==> src/rtl/instruction_fetch.sv <==
// Program counter and instruction-fetch stage: drives a one-cycle-latency ROM
// and registers the returned word, its address and a valid flag for the splitter.
module instruction_fetch #(
   parameter int unsigned ADDR_W   = 11,
   parameter int unsigned INSTR_W  = 14,
   parameter int unsigned RESET_PC = 0
) (
   input  logic               clk,
   input  logic               rst_n,
   input  logic               start,
   input  logic               halt,
   input  logic               stall,
   input  logic               jump,
   input  logic [ADDR_W-1:0]  jump_addr,
   output logic [ADDR_W-1:0]  mem_addr,
   output logic               mem_en,
   input  logic [INSTR_W-1:0] mem_data,
   output logic [INSTR_W-1:0] instruction,
   output logic [ADDR_W-1:0]  instr_pc,
   output logic               instr_valid,
   output logic               running
);

   typedef enum logic {
      ST_HALT = 1'b0,
      ST_RUN  = 1'b1
   } state_e;

   state_e               state_q, state_d;
   logic [ADDR_W-1:0]    pc_q, pc_d;
   logic [ADDR_W-1:0]    fa_q, fa_d;
   logic                 fv_q, fv_d;
   logic [INSTR_W-1:0]   instr_q, instr_d;
   logic [ADDR_W-1:0]    instr_pc_q, instr_pc_d;
   logic                 instr_valid_q, instr_valid_d;
   logic                 advance_c;

   // Run-control state register
   always_ff @(posedge clk) begin
      if (!rst_n) begin
         state_q <= ST_HALT;
      end else begin
         state_q <= state_d;
      end
   end

   // Halt wins over start; start in RUN is a no-op
   always_comb begin
      state_d = state_q;
      if (halt) begin
         state_d = ST_HALT;
      end else if ((state_q == ST_HALT) && start) begin
         state_d = ST_RUN;
      end
   end

   // Fetch enable: any redirect or freeze blocks the ROM so its output holds
   always_comb begin
      advance_c = 1'b0;
      if ((state_q == ST_RUN) && !stall && !jump && !halt) begin
         advance_c = 1'b1;
      end
   end

   // Pipeline next-state: redirect/squash first, then advance, otherwise hold
   always_comb begin
      pc_d          = pc_q;
      fa_d          = fa_q;
      fv_d          = fv_q;
      instr_d       = instr_q;
      instr_pc_d    = instr_pc_q;
      instr_valid_d = instr_valid_q;
      if (halt || jump) begin
         fv_d          = 1'b0;
         instr_valid_d = 1'b0;
         if (jump) begin
            pc_d = jump_addr;
         end else if ((state_q == ST_RUN) && fv_q) begin
            pc_d = fa_q;
         end
      end else if (advance_c) begin
         pc_d          = pc_q + ADDR_W'(1);
         fa_d          = pc_q;
         fv_d          = 1'b1;
         instr_d       = mem_data;
         instr_pc_d    = fa_q;
         instr_valid_d = fv_q;
      end else if (state_q == ST_HALT) begin
         instr_valid_d = 1'b0;
      end
   end

   always_ff @(posedge clk) begin
      if (!rst_n) begin
         pc_q          <= ADDR_W'(RESET_PC);
         fa_q          <= '0;
         fv_q          <= 1'b0;
         instr_q       <= '0;
         instr_pc_q    <= '0;
         instr_valid_q <= 1'b0;
      end else begin
         pc_q          <= pc_d;
         fa_q          <= fa_d;
         fv_q          <= fv_d;
         instr_q       <= instr_d;
         instr_pc_q    <= instr_pc_d;
         instr_valid_q <= instr_valid_d;
      end
   end

   assign mem_addr    = pc_q;
   assign mem_en      = advance_c;
   assign instruction = instr_q;
   assign instr_pc    = instr_pc_q;
   assign instr_valid = instr_valid_q;
   assign running     = (state_q == ST_RUN);

endmodule

==> config.mk <==
export PLATFORM = sky130hd
export DESIGN_NAME = instruction_fetch
export DESIGN_NICKNAME = d
export VERILOG_FILES = /design/src/rtl/instruction_fetch.sv
export SDC_FILE = /design/constraint.sdc
export NUM_CORES = 1
export LEC_CHECK = 0
export ABC_AREA = 1
export BUFFER_PORTS_ARGS = -buffer_cell sky130_fd_sc_hd__buf_4
export CAP_MARGIN = 20
export CORE_ASPECT_RATIO = 0.7
export CORE_UTILIZATION = 50
export DETAILED_ROUTE_END_ITERATION = 8
export PLACE_DENSITY = 0.79
export SYNTH_ARGS = -nofsm -noshare
export SYNTH_HDL_FRONTEND = slang
export SYNTH_SLANG_ARGS = --single-unit
export TNS_END_PERCENT = 5
==> constraint.sdc <==
create_clock -name clk -period 1.9 [get_ports clk]
set_input_delay 0.19 -clock clk [delete_from_list [all_inputs] [get_ports clk]]
set_output_delay 0.19 -clock clk [all_outputs]
set_load 0.005 [all_outputs]
==> impl_metrics.env, run 1 <==
export IMPL_leakage_nw=1.270
export IMPL_synth_nets=340
export IMPL_register_area_sq_mm=0.001001
export IMPL_first_iter_violations=136
export IMPL_grt_pass1_wl_um=8652
export IMPL_final_setup_tns_ns=0
export IMPL_dieHeight_um=57.02
export IMPL_io_pins=70
export IMPL_final_cells=427
export IMPL_critPathLaunchType="register"
export IMPL_grt_total_usage=0.2416
export IMPL_drt_wirelength_per_cell_um=12.28
export IMPL_cts_resized=0
export IMPL_die_area_sq_mm=0.004595
export IMPL_cp_max_fo=41
export IMPL_outcome="complete, no violations"
export IMPL_gp_congestion=0.8561
export IMPL_fin_nets=406
export IMPL_dp_cells=419
export IMPL_ctsHoldBuffers=0
export IMPL_cts_root_buffer="clkbuf_8"
export IMPL_critPathCaptureType="output port"
export IMPL_synth_edf_count=0
export IMPL_avgSynthCellArea_sq_um=7.020
export IMPL_dieWidth_um=80.60
export IMPL_cts_buffer_depth=2
export IMPL_period_needed_ns=1.577
export IMPL_crit_arrival_ns=1.39
export IMPL_synthToLayoutAreaGrowth_pct=30.79
export IMPL_async_flop_share=0
export IMPL_crit_type="register to output port"
export IMPL_vdd_drop_max_v=0.0005162
export IMPL_cts_sinks=50
export IMPL_fillCellCount=366
export IMPL_seq_area_frac_synth=0.4630
export IMPL_postLayoutCoreUtil=0.6997
export IMPL_grt_max_degree=42
export IMPL_hold_violations=0
export IMPL_period_share=0.8301
export IMPL_port_buffers=69
export IMPL_setup_viol=0
export IMPL_slew_headroom=0.6671
export IMPL_antenna_cells=0
export IMPL_start_util=0.5350
export IMPL_critPathRequiredTime_ns=1.71
export IMPL_post_cts_buffers=0
export IMPL_syn_area_sq_mm=0.002162
export IMPL_core_area_sq_mm=0.004041
export IMPL_maxSlewViolCount=0
export IMPL_ys_flop_type="dfxtp_1"
export IMPL_fp_row_count=19
export IMPL_cap_violations=0
export IMPL_antenna_found_initial=0
export IMPL_ant_nets=0
export IMPL_grt_setup_unrepaired="no"
export IMPL_first_global_vias=1895
export IMPL_wirelength_um=5245
export IMPL_via_per_inst=5.129
export IMPL_firstDrtPassIters=4
export IMPL_worstMarginPinSlew_ns=0.4975
export IMPL_fin_skew_ns=0.007504
export IMPL_synthCells=308
export IMPL_drc=0
export IMPL_gr_total_overflow=0
export IMPL_power_density_mw_per_mm2=749.8
export IMPL_multi_input_area_sq_um=989.7
export IMPL_ys_ff_latch=50
export IMPL_htree_levels=2
export IMPL_clk_insertion_delay_late_ns=0.30
export IMPL_vias=2190
export IMPL_cts_made_buffers=5
export IMPL_yosysWarnings=0
export IMPL_ys_types=26
export IMPL_hold_path_class="input port to register"
export IMPL_drive_above_1_share=0.2400
export IMPL_hpwl_um=3649
export IMPL_clkSlewWorstSetupHoldPaths_ns=0.09
export IMPL_max_freq_mhz=634.1
export IMPL_cts_tree="done"
-- final timing paths --
kind / startpoint / to / slack (ns) / depth (start not counted)
worst min-delay path: halt / running$_SDFFE_PP0P_ / 0.08 / 2
worst max-delay path: running$_SDFFE_PP0P_ / mem_en / 0.32 / 4
worst max register to register: mem_addr[0]$_SDFFE_PN0P_ / mem_addr[10]$_SDFFE_PN0P_ / 0.36 / 7
worst min register to register: fa_q[8]$_SDFFE_PN0P_ / instr_pc[8]$_SDFFE_PN0P_ / 0.48 / 2
-- through the flow --
step                worst slack (ns)  power (W)  cell area [sq um]  hold WS, ns
floorplan                     0.6496   0.001273               2162       0.2693
global placement              0.4248   0.001396               2718       0.3955
detailed placement            0.4319   0.001402               2718       0.3968
CTS                           0.3198   0.002130               2828      0.07788
global route                  0.1837   0.002224               2828      0.08092
finish                        0.3229   0.002120               2828      0.08064
-- final cells by class --
type | count | area share
clock buffers | 6 | 0.02566
clock inverters | 2 | 0.01327
well taps | 52 | 0.02301
inverters | 27 | 0.03584
flip-flops and latches | 50 | 0.3540
multi-input cells | 217 | 0.3500
repair buffers | 73 | 0.1982
-- kinds of logic (layout without fill, tap and decap cells) --
logic type / Yosys count / count (layout) / synth area share
DFF: 50 / 50 / 0.4630
adders and majority gates: 1 / 1 / 0.005786
AOI/OAI and AO/OA: 77 / 77 / 0.1898
buffers and inverters: 41 / 108 / 0.07928
and+or+nand+nor: 138 / 138 / 0.2581
xor gates and xnor gates: 1 / 1 / 0.004052
-- placed cells by master (no fill, tap or decap) --
cell type / instances
o21ai_2: 1
nor2_1: 60
a211oi_1: 1
bufinv_16: 1
xor2_1: 1
nor4_1: 1
ha_1: 1
nand2_2: 1
o21ai_1: 15
a21oi_1: 27
nand3_1: 12
o211ai_1: 1
clkbuf_1: 1
a22oi_1: 2
nor2_2: 2
o21ai_0: 29
nand3b_1: 1
inv_2: 4
nor2_4: 1
clkinvlp_4: 1
dfxtp_1: 50
clkbuf_8: 5
o21ai_4: 1
inv_1: 23
buf_4: 72
buf_12: 1
nor3_1: 3
nand2_1: 57
-- routing by layer --
metal	part of all wire	routed length, um	global-route usage
met4	0.0055	29	0.05102
met2	0.46	2401	0.3765
met5	0	0	0
met1	0.46	2425	0.3410
met3	0.074	388	0.05920
-- worst max-delay path, cell delays in order (launching register included) --
cell,delay [ns]
dfxtp_1,0.42
nand2_1,0.11
nor2_2,0.19
buf_12,0.22
buf_4,0.14
-- state kept, by name, summed over array words and instances (netlist names) --
register,cells
running,1
instruction,14
instr_valid,1
fv_q,1
mem_addr,11
fa_q,11
instr_pc,11
-- power breakdown --
part	switching, W	internal [W]
Sequential	0.0000350	0.00108
Clock	0.000348	0.000393
Combinational	0.000136	0.000128
Total	0.000519	0.00160
-- cell usage after synthesis, types with 2 or more instances --
| cell | instances | area share |
|---|---|---|
| buf_2 | 8 | 0.019 |
| a21oi_1 | 27 | 0.063 |
| nand2_1 | 57 | 0.099 |
| dfxtp_1 | 50 | 0.46 |
| nor2_2 | 2 | 0.0058 |
| inv_1 | 23 | 0.040 |
| nor3_1 | 3 | 0.0069 |
| o21ai_1 | 15 | 0.035 |
| inv_2 | 4 | 0.0069 |
| a22oi_1 | 2 | 0.0069 |
| clkbuf_1 | 4 | 0.0069 |
| nand3_1 | 12 | 0.028 |
| nor2_1 | 60 | 0.10 |
| o21ai_0 | 29 | 0.067 |
Note: power is estimated with default switching activity, not from simulation.
==> inputs of run 2 (changes only) <==
Settings changed: CORE_UTILIZATION 50 to 45, PLACE_DENSITY 0.79 to 0.75.
Clock period 1.9 ns to 1.4 ns, I/O delays scaled along.
==> run 2 against run 1 <==
  * The run now ends with design-rule violations left
  * Global-route usage down 0.25 points
  * Hold slack worse by 0.055 ns
  * Setup slack worse by 0.28 ns
  * Register-to-register slack worse by 0.26 ns
  * Sequential power up 35%
  * Largest cell class unchanged
  * Largest power group unchanged
  * Highest routed layer unchanged
==> impl_metrics.env, run 2 (synthesis gave the netlist of run 1 again) <==
export IMPL_port_buffers=69
export IMPL_dp_cells=430
export IMPL_leakage_nw=1.361
export IMPL_start_util=0.4827
export IMPL_critPathLaunch="running$_SDFFE_PP0P_"
export IMPL_core_area_sq_mm=0.004479
export IMPL_synthToLayoutAreaGrowth_pct=38.54
export IMPL_final_cell_mix="buf_4 (81), nor2_1 (58), nand2_1 (56)"
export IMPL_cts_made_buffers=5
export IMPL_cts_root_buffer="clkbuf_8"
export IMPL_final_common_cell="buf_4"
export IMPL_clkSlewWorstSetupHoldPaths_ns=0.09
export IMPL_antenna_cells=0
export IMPL_swShare=0.2396
export IMPL_use_met3=0.05110
export IMPL_slew_headroom=0.7846
export IMPL_hold_violations=0
export IMPL_pwr_share_seq=0.511
export IMPL_fin_skew_ns=0.004963
export IMPL_via_per_inst=5.075
export IMPL_cp_max_fo=11
export IMPL_first_global_vias=1971
export IMPL_rrSetupSlack_ns=0.10
export IMPL_drc=5
export IMPL_whs_path_depth=2
export IMPL_die_area_sq_mm=0.005090
export IMPL_intPower_w=0.002241
export IMPL_antenna_found_initial=0
export IMPL_violations="design-rule violations"
export IMPL_grt_total_usage=0.2391
export IMPL_grt_pass1_wl_um=9328
export IMPL_critPathLaunchType="register"
export IMPL_switchingPower_w=0.0007060
export IMPL_vdd_drop_max_v=0.0004692
export IMPL_max_freq_mhz=737.2
export IMPL_grt_max_degree=34
export IMPL_setup_viol=0
export IMPL_regToRegEndpoint="fa_q[0]$_SDFFE_PN0P_"
export IMPL_clkPwrFrac=0.351
export IMPL_crit_arrival_ns=1.22
export IMPL_grt_setup_unrepaired="yes"
export IMPL_crit_end="mem_en"
export IMPL_power_w=0.002946
export IMPL_busiest_layer="met2"
export IMPL_power_density_mw_per_mm2=983.7
export IMPL_fp_row_count=20
export IMPL_gr_total_overflow=0
export IMPL_wirelength_um=5751
export IMPL_critPathCaptureType="output port"
export IMPL_maxSlewViolCount=0
export IMPL_r2r_cells=6
export IMPL_dieWidth_um=84.85
export IMPL_period_share=0.9689
export IMPL_drive_above_1_share=0.2746
export IMPL_crit_type="register to output port"
export IMPL_final_cell_area_sq_mm=0.002995
export IMPL_final_cells=441
export IMPL_clk_insertion_delay_late_ns=0.30
export IMPL_critPathRequiredTime_ns=1.26
export IMPL_cap_violations=0
export IMPL_outcome="finished, violations left"
export IMPL_fillCellCount=401
export IMPL_largest_reg_flops=14
export IMPL_period_needed_ns=1.356
export IMPL_worstMarginPinSlew_ns=0.3231
export IMPL_io_pins=70
export IMPL_ant_nets=0
export IMPL_firstDrtPassIters=6
export IMPL_hold_path_class="input port to register"
export IMPL_power_frac_comb=0.138
export IMPL_fin_nets=418
export IMPL_met1_usage=0.3293
export IMPL_drt_wirelength_per_cell_um=13.04
export IMPL_cts_sinks=50
export IMPL_placement_cell_area_sq_mm=0.002794
export IMPL_cts_tree="done"
export IMPL_first_iter_violations=97
export IMPL_postLayoutCoreUtil=0.6687
export IMPL_vias=2238
export IMPL_dieHeight_um=60.00
export IMPL_htree_levels=2
export IMPL_cts_buffer_depth=2
export IMPL_hpwl_um=3953
export IMPL_gp_congestion=0.8997
export IMPL_grt_util_met2=0.3926
export IMPL_r2r_start="running$_SDFFE_PP0P_"
-- run 2: cell types whose count changed in the layout (fill, tap and decap cells not counted), sizes merged --
cell / previous run / this run
buf: 73 / 84
bufbuf: 0 / 1
clkinvlp: 1 / 0
-- run 2: per-layer routing --
metal / up-vias / share of wire
met4: 0 / 0.0030
met3: 2 / 0.068
met1: 998 / 0.47
li1: 1149 / -
met2: 89 / 0.45
met5: - / 0
-- run 2: metrics by stage --
step	setup TNS (ns)	hold WS, ns	worst slack, ns
finish	0	0.02569	0.04360
global placement	0	0.3467	0.1383
global route	-0.09514	0.02221	-0.04774
floorplan	0	0.2193	0.1496
CTS	0	0.01932	0.03551
detailed placement	0	0.3494	0.1010
-- run 2: timing repair --
action                     4_1_cts  5_1_grt
cloned                           2        0
pin swaps                        1        2
hold buffers                     0        0
resized for setup                3        3
setup buffers                    2        0
setup endpoints to repair        1       13
-- run 2: critical path, stage by stage, from the launching register on --
cell	delay, ns
dfxtp_2	0.34
buf_4	0.13
nand2_2	0.07
nor2_4	0.12
buf_12	0.14
buf_4	0.11
-- run 2: area by class of cell --
| class | instances | area, sq um | area share |
|---|---|---|---|
| timing repair buffer | 85 | 708.2 | 0.2364 |
| clock buffer | 6 | 82.58 | 0.02757 |
| tap | 55 | 68.82 | 0.02297 |
| inverter | 27 | 101.3 | 0.03383 |
| sequential | 50 | 1002 | 0.3346 |
| multi-input combinational | 217 | 1002 | 0.3346 |
| clock inverter | 1 | 30.03 | 0.01003 |
-- run 2: how the worst min path moves through the flow --
stage                                 to  start  slack (ns)
floorplan           running$_SDFFE_PP0P_   halt        0.22
global placement    running$_SDFFE_PP0P_   halt        0.35
detailed placement  running$_SDFFE_PP0P_   halt        0.35
CTS                 running$_SDFFE_PP0P_   halt        0.02
global route        running$_SDFFE_PP0P_   halt        0.02
finish              running$_SDFFE_PP0P_   halt        0.03
-- run 2: power by group through the flow --
stage | Clock (W) | Combinational (W) | Sequential (W)
final | 0.00103 | 0.000407 | 0.00150
after detailed placement | 0 | 0.000397 | 0.00154
after CTS | 0.00105 | 0.000407 | 0.00150
after global placement | 0 | 0.000389 | 0.00154
after floorplan | 0 | 0.000191 | 0.00154
after global routing | 0.00111 | 0.000456 | 0.00151
==> inputs of run 3 (changes only) <==
Settings changed: CORE_MARGIN set to 2, CORE_UTILIZATION 45 to 34, PLACE_DENSITY 0.75 to 0.65.
==> run 3 against run 2 <==
  * The flow now finishes without violations
  * Via count up 0.76%
  * Register-to-register slack about the same
  * Hold slack worse by 0.017 ns
  * Cell count up 6.3%
  * Non-clock buffer count up 4
  * Sequential share of layout area down 0.75 points
  * Combinational power up 5%
  * Clock power down 7%
  * Global-route usage down 6.1 points
  * Sequential power about the same
  * Critical path type unchanged
  * Critical endpoint unchanged
==> impl_metrics.env, run 3 (synthesis gave the netlist of run 1 again) <==
export IMPL_r2r_start="mem_addr[1]$_SDFFE_PN0P_"
export IMPL_cts_made_buffers=5
export IMPL_crit_path_cell_trace="buf_4 -> nand2_2 -> nor2_4 -> buf_12 -> buf_4"
export IMPL_crit_arrival_ns=1.21
export IMPL_power_density_mw_per_mm2=942.9
export IMPL_cts_sinks=50
export IMPL_worstHoldStart="halt"
export IMPL_critPathMaxStageDelay_ns=0.35
export IMPL_fin_skew_ns=0.008750
export IMPL_cts_buffer_depth=2
export IMPL_firstDrtPassIters=4
export IMPL_grt_total_usage=0.1785
export IMPL_wirelength_um=6337
export IMPL_critPathRequiredTime_ns=1.26
export IMPL_htree_levels=2
export IMPL_path_buf_inv=3
export IMPL_drt_wirelength_per_cell_um=13.51
export IMPL_hpwl_um=4213
export IMPL_clk_insertion_delay_late_ns=0.31
export IMPL_worstMarginPinSlew_ns=0.2725
export IMPL_critPathLaunch="running$_SDFFE_PP0P_"
export IMPL_slowest_stage="dfxtp_2"
export IMPL_grt_setup_unrepaired="yes"
export IMPL_final_cell_mix="buf_4 (84), nor2_1 (59), nand2_1 (56)"
export IMPL_synthToLayoutAreaGrowth_pct=41.72
export IMPL_port_buffers=69
export IMPL_vias=2255
export IMPL_slew_headroom=0.8181
export IMPL_leakage_nw=1.382
export IMPL_critPathCaptureType="output port"
export IMPL_cts_tree="done"
export IMPL_first_iter_violations=73
export IMPL_setup_viol=0
export IMPL_multi_input_area_sq_mm=0.001007
export IMPL_final_common_cell="buf_4"
export IMPL_gr_total_overflow=0
export IMPL_dp_cells=456
export IMPL_final_cells=469
export IMPL_largest_reg_flops=14
export IMPL_cp_top_family="flip-flops"
export IMPL_vdd_drop_max_v=0.0004802
export IMPL_critPathLaunchType="register"
export IMPL_io_pins=70
export IMPL_start_util=0.3495
export IMPL_max_freq_mhz=739.5
export IMPL_dieWidth_um=99.31
export IMPL_gp_congestion=0.8066
export IMPL_drive_above_1_share=0.2839
export IMPL_clkSlewWorstSetupHoldPaths_ns=0.10
export IMPL_period_share=0.9658
export IMPL_die_area_sq_mm=0.007023
export IMPL_fin_nets=422
export IMPL_register_area_sq_mm=0.001002
export IMPL_drc=0
export IMPL_antenna_cells=0
export IMPL_outcome="complete, no violations"
export IMPL_crit_top_cell="buf_4"
export IMPL_crit_type="register to output port"
export IMPL_hold_path_class="input port to register"
export IMPL_via_per_inst=4.808
export IMPL_cp_max_fo=4
export IMPL_cap_violations=0
export IMPL_postLayoutCoreUtil=0.4953
export IMPL_fillCellCount=624
export IMPL_grt_max_degree=34
export IMPL_period_needed_ns=1.352
export IMPL_grt_pass1_wl_um=9915
export IMPL_first_global_vias=2025
export IMPL_ant_nets=0
export IMPL_dieHeight_um=70.72
export IMPL_maxSlewViolCount=0
export IMPL_core_area_sq_mm=0.006186
export IMPL_cts_root_buffer="clkbuf_8"
export IMPL_antenna_found_initial=0
export IMPL_hold_violations=0
export IMPL_fp_row_count=24
==> run 3: cell count changes in the layout (fill, tap and decap cells not counted), sizes merged <==
cell	previous run	this run
clkbuf	6	7
bufinv	1	0
clkinv	0	1
buf	84	88
==> run 3: report_power, final <==
group,switching [W],internal [W],total [W]
sequential,0.0000362,0.00147,0.00150
clock,0.000507,0.000454,0.000961
combinational,0.000213,0.000213,0.000426
total,0.000756,0.00213,0.00289
==> run 3: timing repair <==
action | CTS | global route
hold endpoints to repair | 0 | 0
setup endpoints to repair | 1 | 18
pin swaps | 1 | 0
buffers inserted | 3 | 0
resized for setup | 2 | 5
hold buffers | 0 | 0
gates cloned | 2 | 0
==> run 3: per-stage QoR <==
stage / hold WS [ns] / total power [W] / worst slack (ns) / TNS, ns / cell area (sq um)
after floorplan: 0.2193 / 0.001728 / 0.1496 / 0 / 2162
after CTS: 0.004233 / 0.002918 / 0.01966 / 0 / 3057
after global placement: 0.3441 / 0.001943 / 0.1561 / 0 / 2858
final: 0.008327 / 0.002889 / 0.04782 / 0 / 3064
after global routing: 0.002723 / 0.003027 / -0.008351 / -0.008351 / 3064
after detailed placement: 0.3471 / 0.001948 / 0.07930 / 0 / 2858
==> run 3: path summary, 6_finish.rpt <==
check                        endpoint  cells after the start  slack [ns]
min              running$_SDFFE_PP0P_                      2       0.008
min reg2reg      fa_q[7]$_SDFFE_PN0P_                      2        0.48
max reg2reg  mem_addr[9]$_SDFFE_PN0P_                      7        0.10
max                            mem_en                      5        0.05
==> run 3: area by class of cell <==
class                           count  share of cell area
Clock buffer                        7             0.03144
Timing Repair Buffer               89              0.2450
Tap cell                           78             0.03185
Multi-Input combinational cell    217              0.3287
Inverter                           27             0.03307
Sequential cell                    50              0.3271
Clock inverter                      1            0.002858
==> run 3: metal layers <==
layer	vias to the layer above	track usage	part of all wire
met5	-	0	0
met4	0	0.04262	0.0069
met3	4	0.03854	0.062
met2	64	0.2718	0.43
met1	1032	0.2591	0.50
li1	1155	-	-
